File: src/rtl/vga_pkg.sv
// Shared VGA timing constants and frame buffer types.
// Defaults give 640x480@60 over a 320x240 RGB444 frame buffer.
package vga_pkg;

  localparam int H_ACTIVE_D = 640;
  localparam int H_FP_D     = 16;
  localparam int H_SYNC_D   = 96;
  localparam int H_BP_D     = 48;

  localparam int V_ACTIVE_D = 480;
  localparam int V_FP_D     = 10;
  localparam int V_SYNC_D   = 2;
  localparam int V_BP_D     = 33;

  localparam int FB_WIDTH_D = 320;

  localparam int H_TOTAL =
    H_ACTIVE_D + H_FP_D + H_SYNC_D + H_BP_D;
  localparam int V_TOTAL =
    V_ACTIVE_D + V_FP_D + V_SYNC_D + V_BP_D;

  localparam int HS_START = H_ACTIVE_D + H_FP_D;
  localparam int HS_END   = HS_START + H_SYNC_D - 1;
  localparam int VS_START = V_ACTIVE_D + V_FP_D;
  localparam int VS_END   = VS_START + V_SYNC_D - 1;

  typedef logic [11:0] pixel_t;
  typedef logic [16:0] fb_addr_t;

endpackage

File: src/rtl/vga_timing.sv
// Horizontal/vertical raster counters with position decode.
// Ports: clk_i, rst_i in; hpix_o (h/2), v_odd_o, row_act_o,
// active_o, hs_o, vs_o, fs_o, line_end_o, frame_end_o out.
// All decode outputs are combinational from the counters.
module vga_timing
  import vga_pkg::*;
#(
  parameter int H_ACTIVE = H_ACTIVE_D,
  parameter int H_FP     = H_FP_D,
  parameter int H_SYNC   = H_SYNC_D,
  parameter int H_BP     = H_BP_D,
  parameter int V_ACTIVE = V_ACTIVE_D,
  parameter int V_FP     = V_FP_D,
  parameter int V_SYNC   = V_SYNC_D,
  parameter int V_BP     = V_BP_D,
  localparam int HT = H_ACTIVE + H_FP + H_SYNC + H_BP,
  localparam int VT = V_ACTIVE + V_FP + V_SYNC + V_BP,
  localparam int HW = $clog2(HT),
  localparam int VW = $clog2(VT)
) (
  input  logic          clk_i,
  input  logic          rst_i,
  output logic [HW-2:0] hpix_o,
  output logic          v_odd_o,
  output logic          row_act_o,
  output logic          active_o,
  output logic          hs_o,
  output logic          vs_o,
  output logic          fs_o,
  output logic          line_end_o,
  output logic          frame_end_o
);

  localparam logic [HW-1:0] H_LAST = HW'(HT - 1);
  localparam logic [HW-1:0] H_ACT  = HW'(H_ACTIVE);
  localparam logic [HW-1:0] HS_B   = HW'(H_ACTIVE + H_FP);
  localparam logic [HW-1:0] HS_E   =
    HW'(H_ACTIVE + H_FP + H_SYNC - 1);

  localparam logic [VW-1:0] V_LAST = VW'(VT - 1);
  localparam logic [VW-1:0] V_ACT  = VW'(V_ACTIVE);
  localparam logic [VW-1:0] VS_B   = VW'(V_ACTIVE + V_FP);
  localparam logic [VW-1:0] VS_E   =
    VW'(V_ACTIVE + V_FP + V_SYNC - 1);

  logic [HW-1:0] h_q, h_d;
  logic [VW-1:0] v_q, v_d;
  logic          h_last, v_last;

  assign h_last = (h_q == H_LAST);
  assign v_last = (v_q == V_LAST);

  always_comb begin
    h_d = h_q + HW'(1);
    v_d = v_q;
    if (h_last) begin
      h_d = '0;
      v_d = v_last ? '0 : v_q + VW'(1);
    end
  end

  always_ff @(posedge clk_i) begin
    if (rst_i) begin
      h_q <= '0;
      v_q <= '0;
    end else begin
      h_q <= h_d;
      v_q <= v_d;
    end
  end

  assign hpix_o      = h_q[HW-1:1];
  assign v_odd_o     = v_q[0];
  assign row_act_o   = (v_q < V_ACT);
  assign active_o    = (h_q < H_ACT) && row_act_o;
  assign hs_o        = (h_q >= HS_B) && (h_q <= HS_E);
  assign vs_o        = (v_q >= VS_B) && (v_q <= VS_E);
  assign fs_o        = (h_q == '0) && (v_q == '0);
  assign line_end_o  = h_last;
  assign frame_end_o = h_last && v_last;

endmodule

File: src/rtl/frame_buffer_reader.sv
// Frame buffer read engine: VGA timing, 2x2 scaled RAM reads,
// and pin-aligned RGB/syncs. Ports: clk_i, rst_i, read_data_i in;
// read_en_o, read_address_o, rgb_o, hsync_o, vsync_o,
// frame_start_o out. Position-to-pins latency is 3 clocks.
module frame_buffer_reader
  import vga_pkg::*;
#(
  parameter int H_ACTIVE   = H_ACTIVE_D,
  parameter int H_FP       = H_FP_D,
  parameter int H_SYNC     = H_SYNC_D,
  parameter int H_BP       = H_BP_D,
  parameter int V_ACTIVE   = V_ACTIVE_D,
  parameter int V_FP       = V_FP_D,
  parameter int V_SYNC     = V_SYNC_D,
  parameter int V_BP       = V_BP_D,
  parameter int FB_WIDTH   = FB_WIDTH_D,
  parameter int WIDTH      = 12,
  parameter int ADDR_WIDTH = 17,
  localparam int HW =
    $clog2(H_ACTIVE + H_FP + H_SYNC + H_BP)
) (
  input  logic                  clk_i,
  input  logic                  rst_i,
  output logic                  read_en_o,
  output logic [ADDR_WIDTH-1:0] read_address_o,
  input  logic [WIDTH-1:0]      read_data_i,
  output logic [WIDTH-1:0]      rgb_o,
  output logic                  hsync_o,
  output logic                  vsync_o,
  output logic                  frame_start_o
);

  localparam logic [ADDR_WIDTH-1:0] FB_STEP =
    ADDR_WIDTH'(FB_WIDTH);

  logic [HW-2:0] hpix;
  logic          v_odd, row_act, active;
  logic          hs, vs, fs, line_end, frame_end;

  vga_timing #(
    .H_ACTIVE (H_ACTIVE),
    .H_FP     (H_FP),
    .H_SYNC   (H_SYNC),
    .H_BP     (H_BP),
    .V_ACTIVE (V_ACTIVE),
    .V_FP     (V_FP),
    .V_SYNC   (V_SYNC),
    .V_BP     (V_BP)
  ) u_timing (
    .clk_i       (clk_i),
    .rst_i       (rst_i),
    .hpix_o      (hpix),
    .v_odd_o     (v_odd),
    .row_act_o   (row_act),
    .active_o    (active),
    .hs_o        (hs),
    .vs_o        (vs),
    .fs_o        (fs),
    .line_end_o  (line_end),
    .frame_end_o (frame_end)
  );

  logic [ADDR_WIDTH-1:0] base_q, base_d;
  logic [ADDR_WIDTH-1:0] pix_addr;

  // Row base steps once per pair of lines, replacing v/2*FB_WIDTH.
  always_comb begin
    base_d = base_q;
    if (frame_end) begin
      base_d = '0;
    end else if (line_end && row_act && v_odd) begin
      base_d = base_q + FB_STEP;
    end
  end

  assign pix_addr = base_q + ADDR_WIDTH'(hpix);

  logic                  re_q;
  logic [ADDR_WIDTH-1:0] addr_q;
  logic                  act_b_q, hs_b_q, vs_b_q, fs_b_q;
  logic                  act_c_q, hs_c_q, vs_c_q, fs_c_q;
  logic [WIDTH-1:0]      rgb_q;
  logic                  hsync_q, vsync_q, fstart_q;

  always_ff @(posedge clk_i) begin
    if (rst_i) begin
      base_q   <= '0;
      re_q     <= 1'b0;
      addr_q   <= '0;
      act_b_q  <= 1'b0;
      hs_b_q   <= 1'b0;
      vs_b_q   <= 1'b0;
      fs_b_q   <= 1'b0;
      act_c_q  <= 1'b0;
      hs_c_q   <= 1'b0;
      vs_c_q   <= 1'b0;
      fs_c_q   <= 1'b0;
      rgb_q    <= '0;
      hsync_q  <= 1'b1;
      vsync_q  <= 1'b1;
      fstart_q <= 1'b0;
    end else begin
      base_q <= base_d;
      // Address stage: RAM sees the request here.
      re_q    <= active;
      if (active) begin
        addr_q <= pix_addr;
      end
      act_b_q <= active;
      hs_b_q  <= hs;
      vs_b_q  <= vs;
      fs_b_q  <= fs;
      // Wait stage: RAM registers its read data.
      act_c_q <= act_b_q;
      hs_c_q  <= hs_b_q;
      vs_c_q  <= vs_b_q;
      fs_c_q  <= fs_b_q;
      // Pin stage: blanking forced to black.
      rgb_q    <= act_c_q ? read_data_i : '0;
      hsync_q  <= ~hs_c_q;
      vsync_q  <= ~vs_c_q;
      fstart_q <= fs_c_q;
    end
  end

  assign read_en_o      = re_q;
  assign read_address_o = addr_q;
  assign rgb_o          = rgb_q;
  assign hsync_o        = hsync_q;
  assign vsync_o        = vsync_q;
  assign frame_start_o  = fstart_q;

endmodule

File: config.mk
export PLATFORM = sky130hd
export DESIGN_NAME = frame_buffer_reader
export DESIGN_NICKNAME = d
export VERILOG_FILES = /design/src/rtl/vga_pkg.sv /design/src/rtl/vga_timing.sv /design/src/rtl/frame_buffer_reader.sv
export SDC_FILE = /design/constraint.sdc
export NUM_CORES = 1
export LEC_CHECK = 0
export CAP_MARGIN = 20
export CORE_UTILIZATION = 48
export CTS_CLUSTER_SIZE = 14
export DETAILED_ROUTE_END_ITERATION = 10
export PLACE_DENSITY_LB_ADDON = 0.12
export SETUP_SLACK_MARGIN = 0.4
export SYNTH_ARGS = -nofsm -noshare
export SYNTH_HDL_FRONTEND = slang
export SYNTH_SLANG_ARGS = --single-unit
File: constraint.sdc
create_clock -name clk_i -period 1.6 [get_ports clk_i]
set_input_delay 0.4 -clock clk_i [delete_from_list [all_inputs] [get_ports clk_i]]
set_output_delay 0.4 -clock clk_i [all_outputs]
set_load 0.02 [all_outputs]
## After elaboration in Yosys (flattened, before gate mapping)

Index checks and enable logic that the tools add are counted.

| operators by class | value |
|---|---|
| add/sub/neg operators | 4 |
| magnitude comparators | 6 |
| equality and inequality tests | 2 |
| muxes and demuxes | 1 |
| bitwise operators | 3 |
| reduce and logical (&&, ||, !) cells | 12 |

Operator list:

| kind | number |
|---|---|
| adder 10 x 1 -> 10 bit (second input constant) | 2 |
| == test 10 bit (second input constant) | 2 |
| zero test 10 bit | 2 |
| adder 17 x 9 -> 17 bit | 1 |
| adder 17 x 9 -> 17 bit (second input constant) | 1 |
| >= comparator 10 bit (second input constant) | 1 |
| >= comparator 10 x 9 -> 1 bit (second input constant) | 1 |
| <= comparator 10 bit (second input constant) | 1 |
| <= comparator 10 x 9 -> 1 bit (second input constant) | 1 |
| < comparator 10 bit (second input constant) | 1 |
| < comparator 10 x 9 -> 1 bit (second input constant) | 1 |
| two-way mux 10 bit | 1 |
| logical AND 1 bit | 7 |
| OR reduction 2 bit | 3 |
| NOT 1 bit | 3 |

| storage, ports and cells | value |
|---|---|
| register bits | 77 |
| bits of input ports | 14 |
| output and inout port bits | 33 |
| logic and storage cells | 44 |

## Logic depth before layout (Yosys ltp)

Gate-level depths: netlist (run 1).

| logic depth | value |
|---|---|
| word-level depth | 3 |
| depth in mapped cells | 7 |
| depth with buffers taken out | 6 |

## By module

From an unflattened synthesis (run 1), not the netlist that was laid out.

| second synthesis, totals | value |
|---|---|
| cells, all modules | 321 |
| area total of the unflattened synthesis | 3,059.2 µm² |

By module, submodules not included:

| module | times used | cells an instance | area an instance (µm²) | sequential area each (µm²) |
|---|---|---|---|---|
| frame_buffer_reader | 1 | 188 | 1,941.9 | 1,021.0 |
| vga_timing | 1 | 133 | 1,117.3 | 400.4 |

## Worst setup path after synthesis (run 1)

OpenSTA, ideal clock, no wires.

| path | value |
|---|---|
| path kind | reg-to-reg |
| start point | reg u_timing.h_q[1] |
| end point | reg base_q[8] |
| library setup time | 0.070 ns |
| data arrival time | 1.662 ns |
| data required time | 1.530 ns |
| setup slack | -0.132 ns |
| cell stages (with the launch flop) | 8 |
| buffers on the path | 2 |
| clock period less this slack | 1.732 ns |
| path through | dfxtp_1 ha_1 and3_1 buf_4 nand3_2 buf_6 or4_1 a21oi_1 |

| between the ends | value |
|---|---|
| longest elaborated chain between the ends | 3 |
| elaborated cells on any way between the ends | 5 |
| classes of those cells | 1 x eq/ne; 4 x reduce/logical |

Ends and longest elaborated chain:

| what | line | source |
|---|---|---|
| from (decl) | vga_timing.sv:46 | `logic [HW-1:0] h_q, h_d;` |
| from (signal assigned) | vga_timing.sv:64 | `h_q <= '0;` |
| from (signal assigned) | vga_timing.sv:67 | `h_q <= h_d;` |
| == test 10 bit * | vga_timing.sv:50 | `assign h_last = (h_q == H_LAST);` |
| logical AND 1 bit (on tied branches) | vga_timing.sv:80, frame_buffer_reader.sv:71 |  |
| OR reduction 2 bit (no source line) or logical AND 1 bit (tied branches) | - |  |
| to (signal assigned) | frame_buffer_reader.sv:103 | `base_q <= base_d;` |
| to (decl) | frame_buffer_reader.sv:63 | `logic [ADDR_WIDTH-1:0] base_q, base_d;` |

Mark *: on every way between the ends. The rest lies on a longest branch, timed or not.
A chain may end at the register's enable or synchronous reset.

## Worst setup path in the final report (run 1)

| path | value |
|---|---|
| start point | reg u_timing.h_q[0] |
| end point | reg u_timing.v_q[9] |

| between the ends | value |
|---|---|
| longest elaborated chain between the ends | 1 |

Ends and longest elaborated chain:

| what | line | source |
|---|---|---|
| == test 10 bit | vga_timing.sv:50 |  |
| to (signal assigned) | vga_timing.sv:68 | `v_q <= v_d;` |
| to (decl) | vga_timing.sv:47 | `logic [VW-1:0] v_q, v_d;` |

No other way between the ends.

==> flow_metrics.env, run 1 <==
export IMPL_dieArea_sq_um=6530
export IMPL_ys_seq_elements=71
export IMPL_ff2ff_path_depth=5
export IMPL_wire_per_inst_um=19.2
export IMPL_final_hold_violation_count=0
export IMPL_worst_slew_pin_slew_ns=0.609
export IMPL_clockBufferDepth=2
export IMPL_ys_async_sr_fraction=0
export IMPL_grt_pass1_wl_um=14000
export IMPL_synth_edf_count=0
export IMPL_clkLatencyLatePin_ns=0.35
export IMPL_cts_root_buf="clkbuf_8"
export IMPL_syn_instance_count=329
export IMPL_die_x_um=80.8
export IMPL_place_congestion=0.932
export IMPL_syn_area_per_cell_sq_um=9.06
export IMPL_critPathArrivalTime_ns=1.95
export IMPL_crit_start="u_timing.h_q[0]"
export IMPL_path_max_fanout=8
export IMPL_fin_crit_ns=1.67
export IMPL_status="finished with violations"
export IMPL_cts_sinks=71
export IMPL_ctsHoldBuffers=0
export IMPL_setup_slack_ns=-0.0742
export IMPL_p_leak_nw=2.07
export IMPL_drc_errors=0
export IMPL_max_slew_margin_rel=0.593
export IMPL_finalClockSkew_ns=0.0128
export IMPL_via_count=3079
export IMPL_vias_per_cell=5.79
export IMPL_grt_overflow=0
export IMPL_nets=476
export IMPL_clk_transition_reported_paths_ns=0.08
export IMPL_yosysWarnings=0
export IMPL_grt_met2_usage=0.503
export IMPL_htree_levels=3
export IMPL_ant_nets=0
export IMPL_grt_start_max_net_pins=18
export IMPL_hold_class="flip-flop to flip-flop"
export IMPL_grt_use_met1=0.335
export IMPL_required_ns=1.88
export IMPL_rsz0062_at_grt="yes"
export IMPL_area_growth_pct=71.6
export IMPL_synth_flop_cell="dfxtp_1"
export IMPL_drive_gt1_frac=0.580
export IMPL_crit_path_end_kind="flip-flop"
export IMPL_cp_cell_sequence="ha_4, and3_4, nand3_4, or4_4, a21oi_2"
export IMPL_grtUsageTotal=0.288
export IMPL_firstDrtPassIters=4
export IMPL_fin_util=0.859
export IMPL_antenna_found_initial=0
export IMPL_synth_distinct_cells=38
export IMPL_endpoint="u_timing.v_q[9]"
export IMPL_maxCapViolCount=0
export IMPL_timing_final_crit_share=1.05
export IMPL_top_usage_layer="met2"
export IMPL_fin_setup_tns_ns=-0.351
export IMPL_cts_made_buffers=9
export IMPL_ios=47
export IMPL_io_buffer_count=46
export IMPL_die_h_um=80.8
export IMPL_max_stage_delay_ns=0.55
export IMPL_core_area_sq_um=5960
export IMPL_critPathLaunchType="flip-flop"
export IMPL_start_util=0.500
export IMPL_hpwl_um=5000
export IMPL_total_power_mw=3.78
export IMPL_crit_type="flip-flop to flip-flop"
export IMPL_synth_seq_area_share=0.477
export IMPL_cts_tree="done"
export IMPL_ff_latch_area_sq_um=1510
export IMPL_worst_r2r_setup_slack_ns=-0.07
export IMPL_fill_cells=293
export IMPL_setup_violations=11
export IMPL_violations="negative setup slack"
export IMPL_fmax_mhz=597
export IMPL_wirelength_um=10200
export IMPL_grt_pass1_vias=2880
export IMPL_placementRows=28
export IMPL_met3_usage=0.0551
export IMPL_antenna_cells=0
export IMPL_drv_slew=0
export IMPL_slowest_stage="or4_4"
export IMPL_rr_startpoint="u_timing.h_q[0]"
export IMPL_multi_input_area_sq_um=1950
export IMPL_synth_area_sq_um=2980
export IMPL_peakVddDrop_mv=0.634
export IMPL_drtIter0Drc=205
export IMPL_syn_nets=352
export IMPL_r2r_end="u_timing.v_q[9]"
export IMPL_powerDensity_nw_per_um2=740
[where the power goes]
part,switching [mW],total (mW),internal [mW]
registers,0.0154,1.79,1.78
logic,0.110,0.240,0.131
clock network,0.720,1.75,1.03
total,0.845,3.78,2.94
[how the worst min path moves through the flow]
stage / start / endpoint / slack [ns] / cells past startpoint
after floorplan: hs_c_q / hsync_o / 0.34 / 1
after global placement: hs_c_q / hsync_o / 0.35 / 1
after detailed placement: vs_c_q / vsync_o / 0.35 / 1
after CTS: vs_c_q / vsync_o / 0.37 / 1
after global routing: vs_c_q / vsync_o / 0.42 / 1
final: vs_c_q / vsync_o / 0.38 / 1
[per-stage QoR]
| stage | hold slack (ns) | worst slack [ns] | cell area [sq um] | std cells |
|---|---|---|---|---|
| after floorplan | 0.343 | -0.0408 | 3120 | 329 |
| after global placement | 0.351 | -0.0663 | 3920 | 478 |
| after detailed placement | 0.352 | -0.123 | 3920 | 478 |
| after CTS | 0.370 | -0.0361 | 4670 | 514 |
| after global routing | 0.416 | -0.188 | 5110 | 532 |
| final | 0.383 | -0.0742 | 5110 | 532 |
[cell type report]
class,instances,area share
multi-input combinational,236,0.381
clock inverter,6,0.0213
sequential,71,0.294
clock buffer,9,0.0242
inverter,6,0.00489
timing repair buffer,129,0.256
tap,75,0.0184
[kinds of logic (layout without fill, tap and decap cells)]
family	after synthesis	after routing	share of synthesized area
simple gates	139	140	0.257
fa+ha+maj	9	9	0.0403
buf+inv	23	150	0.0378
flops	71	71	0.477
xor+xnor	17	17	0.0500
compound gates	70	70	0.139
[worst max-delay path, delay by kind of cell (launching register included)]
| kind | cells | cell delay (ns) |
|---|---|---|
| and+or+nand+nor | 3 | 0.96 |
| DFF | 1 | 0.36 |
| adders and majority gates | 1 | 0.13 |
| AOI/OAI and AO/OA | 1 | 0.16 |
[synth_stat cells, types with 5 or more instances]
| master | instances | area share |
|---|---|---|
| nand4_1 | 12 | 0.025 |
| or3_1 | 8 | 0.017 |
| xnor2_1 | 6 | 0.018 |
| nor2b_1 | 8 | 0.017 |
| o21ai_0 | 15 | 0.025 |
| dfxtp_1 | 71 | 0.48 |
| nand2_1 | 33 | 0.042 |
| nand3_1 | 11 | 0.018 |
| a21oi_1 | 30 | 0.050 |
| inv_1 | 6 | 0.0076 |
| o31ai_1 | 10 | 0.025 |
| and2_1 | 13 | 0.027 |
| xor2_1 | 11 | 0.032 |
| and3_1 | 8 | 0.017 |
| clkbuf_1 | 10 | 0.013 |
| ha_1 | 8 | 0.034 |
| a211oi_1 | 5 | 0.013 |
| nor2_1 | 21 | 0.026 |
| or4_1 | 10 | 0.025 |
[sequential cells by signal (all words and copies together), names as in the netlist, 10 cells and up]
name and flops:
read_address_o 17, rgb_o 12, base_q 11, u_timing.h_q 10, u_timing.v_q 10
[cells in the final DEF (no fill, tap or decap), drive strengths merged, types with 3 or more instances in the layout]
master	netlist	routed
or4	10	10
nor3	4	4
nand3	12	12
and4	3	3
dfxtp	71	71
nor2b	8	8
clkdlybuf4s50	0	12
a211oi	5	5
nand4	13	14
inv	6	7
xor2	11	11
ha	8	8
o31ai	10	10
bufinv	0	3
o21ai	16	16
buf	7	115
a21o	3	3
or3	8	8
and2	13	13
nor2	21	21
nand2	33	33
a21oi	30	30
clkbuf	10	10
and3	8	8
xnor2	6	6
[what timing repair did]
item,4_1_cts,5_1_grt
pin swaps,47,40
cloned,4,1
endpoints found under the hold margin,0,0
resized for setup,283,83
setup buffers,17,17
setup endpoints to repair,94,82
[metal layers]
layer | vias up | part of all wire
met1 | 1491 | 0.41
li1 | 1427 | -
met2 | 124 | 0.50
met5 | - | 0
met3 | 37 | 0.050
met4 | 0 | 0.041
(Power assumes the default switching activity.)
==> run 2, diff against run 1 <==
--- a/config.mk
+++ b/config.mk
@@ -7,6 +7,7 @@
 export LEC_CHECK = 0
 export CAP_MARGIN = 20
 export CORE_UTILIZATION = 48
+export CTS_CLUSTER_DIAMETER = 120
 export CTS_CLUSTER_SIZE = 14
 export DETAILED_ROUTE_END_ITERATION = 10
 export PLACE_DENSITY_LB_ADDON = 0.12
==> results of run 2 <==
Final layout, timing and power as in run 1 (identical DEF).
==> run 3, diff against run 2 <==
--- a/config.mk
+++ b/config.mk
@@ -12,6 +12,7 @@
 export DETAILED_ROUTE_END_ITERATION = 10
 export PLACE_DENSITY_LB_ADDON = 0.12
 export SETUP_SLACK_MARGIN = 0.4
+export SLEW_MARGIN = 20
 export SYNTH_ARGS = -nofsm -noshare
 export SYNTH_HDL_FRONTEND = slang
 export SYNTH_SLANG_ARGS = --single-unit
==> results of run 3 <==
Final layout, timing and power as in run 1 (identical DEF).
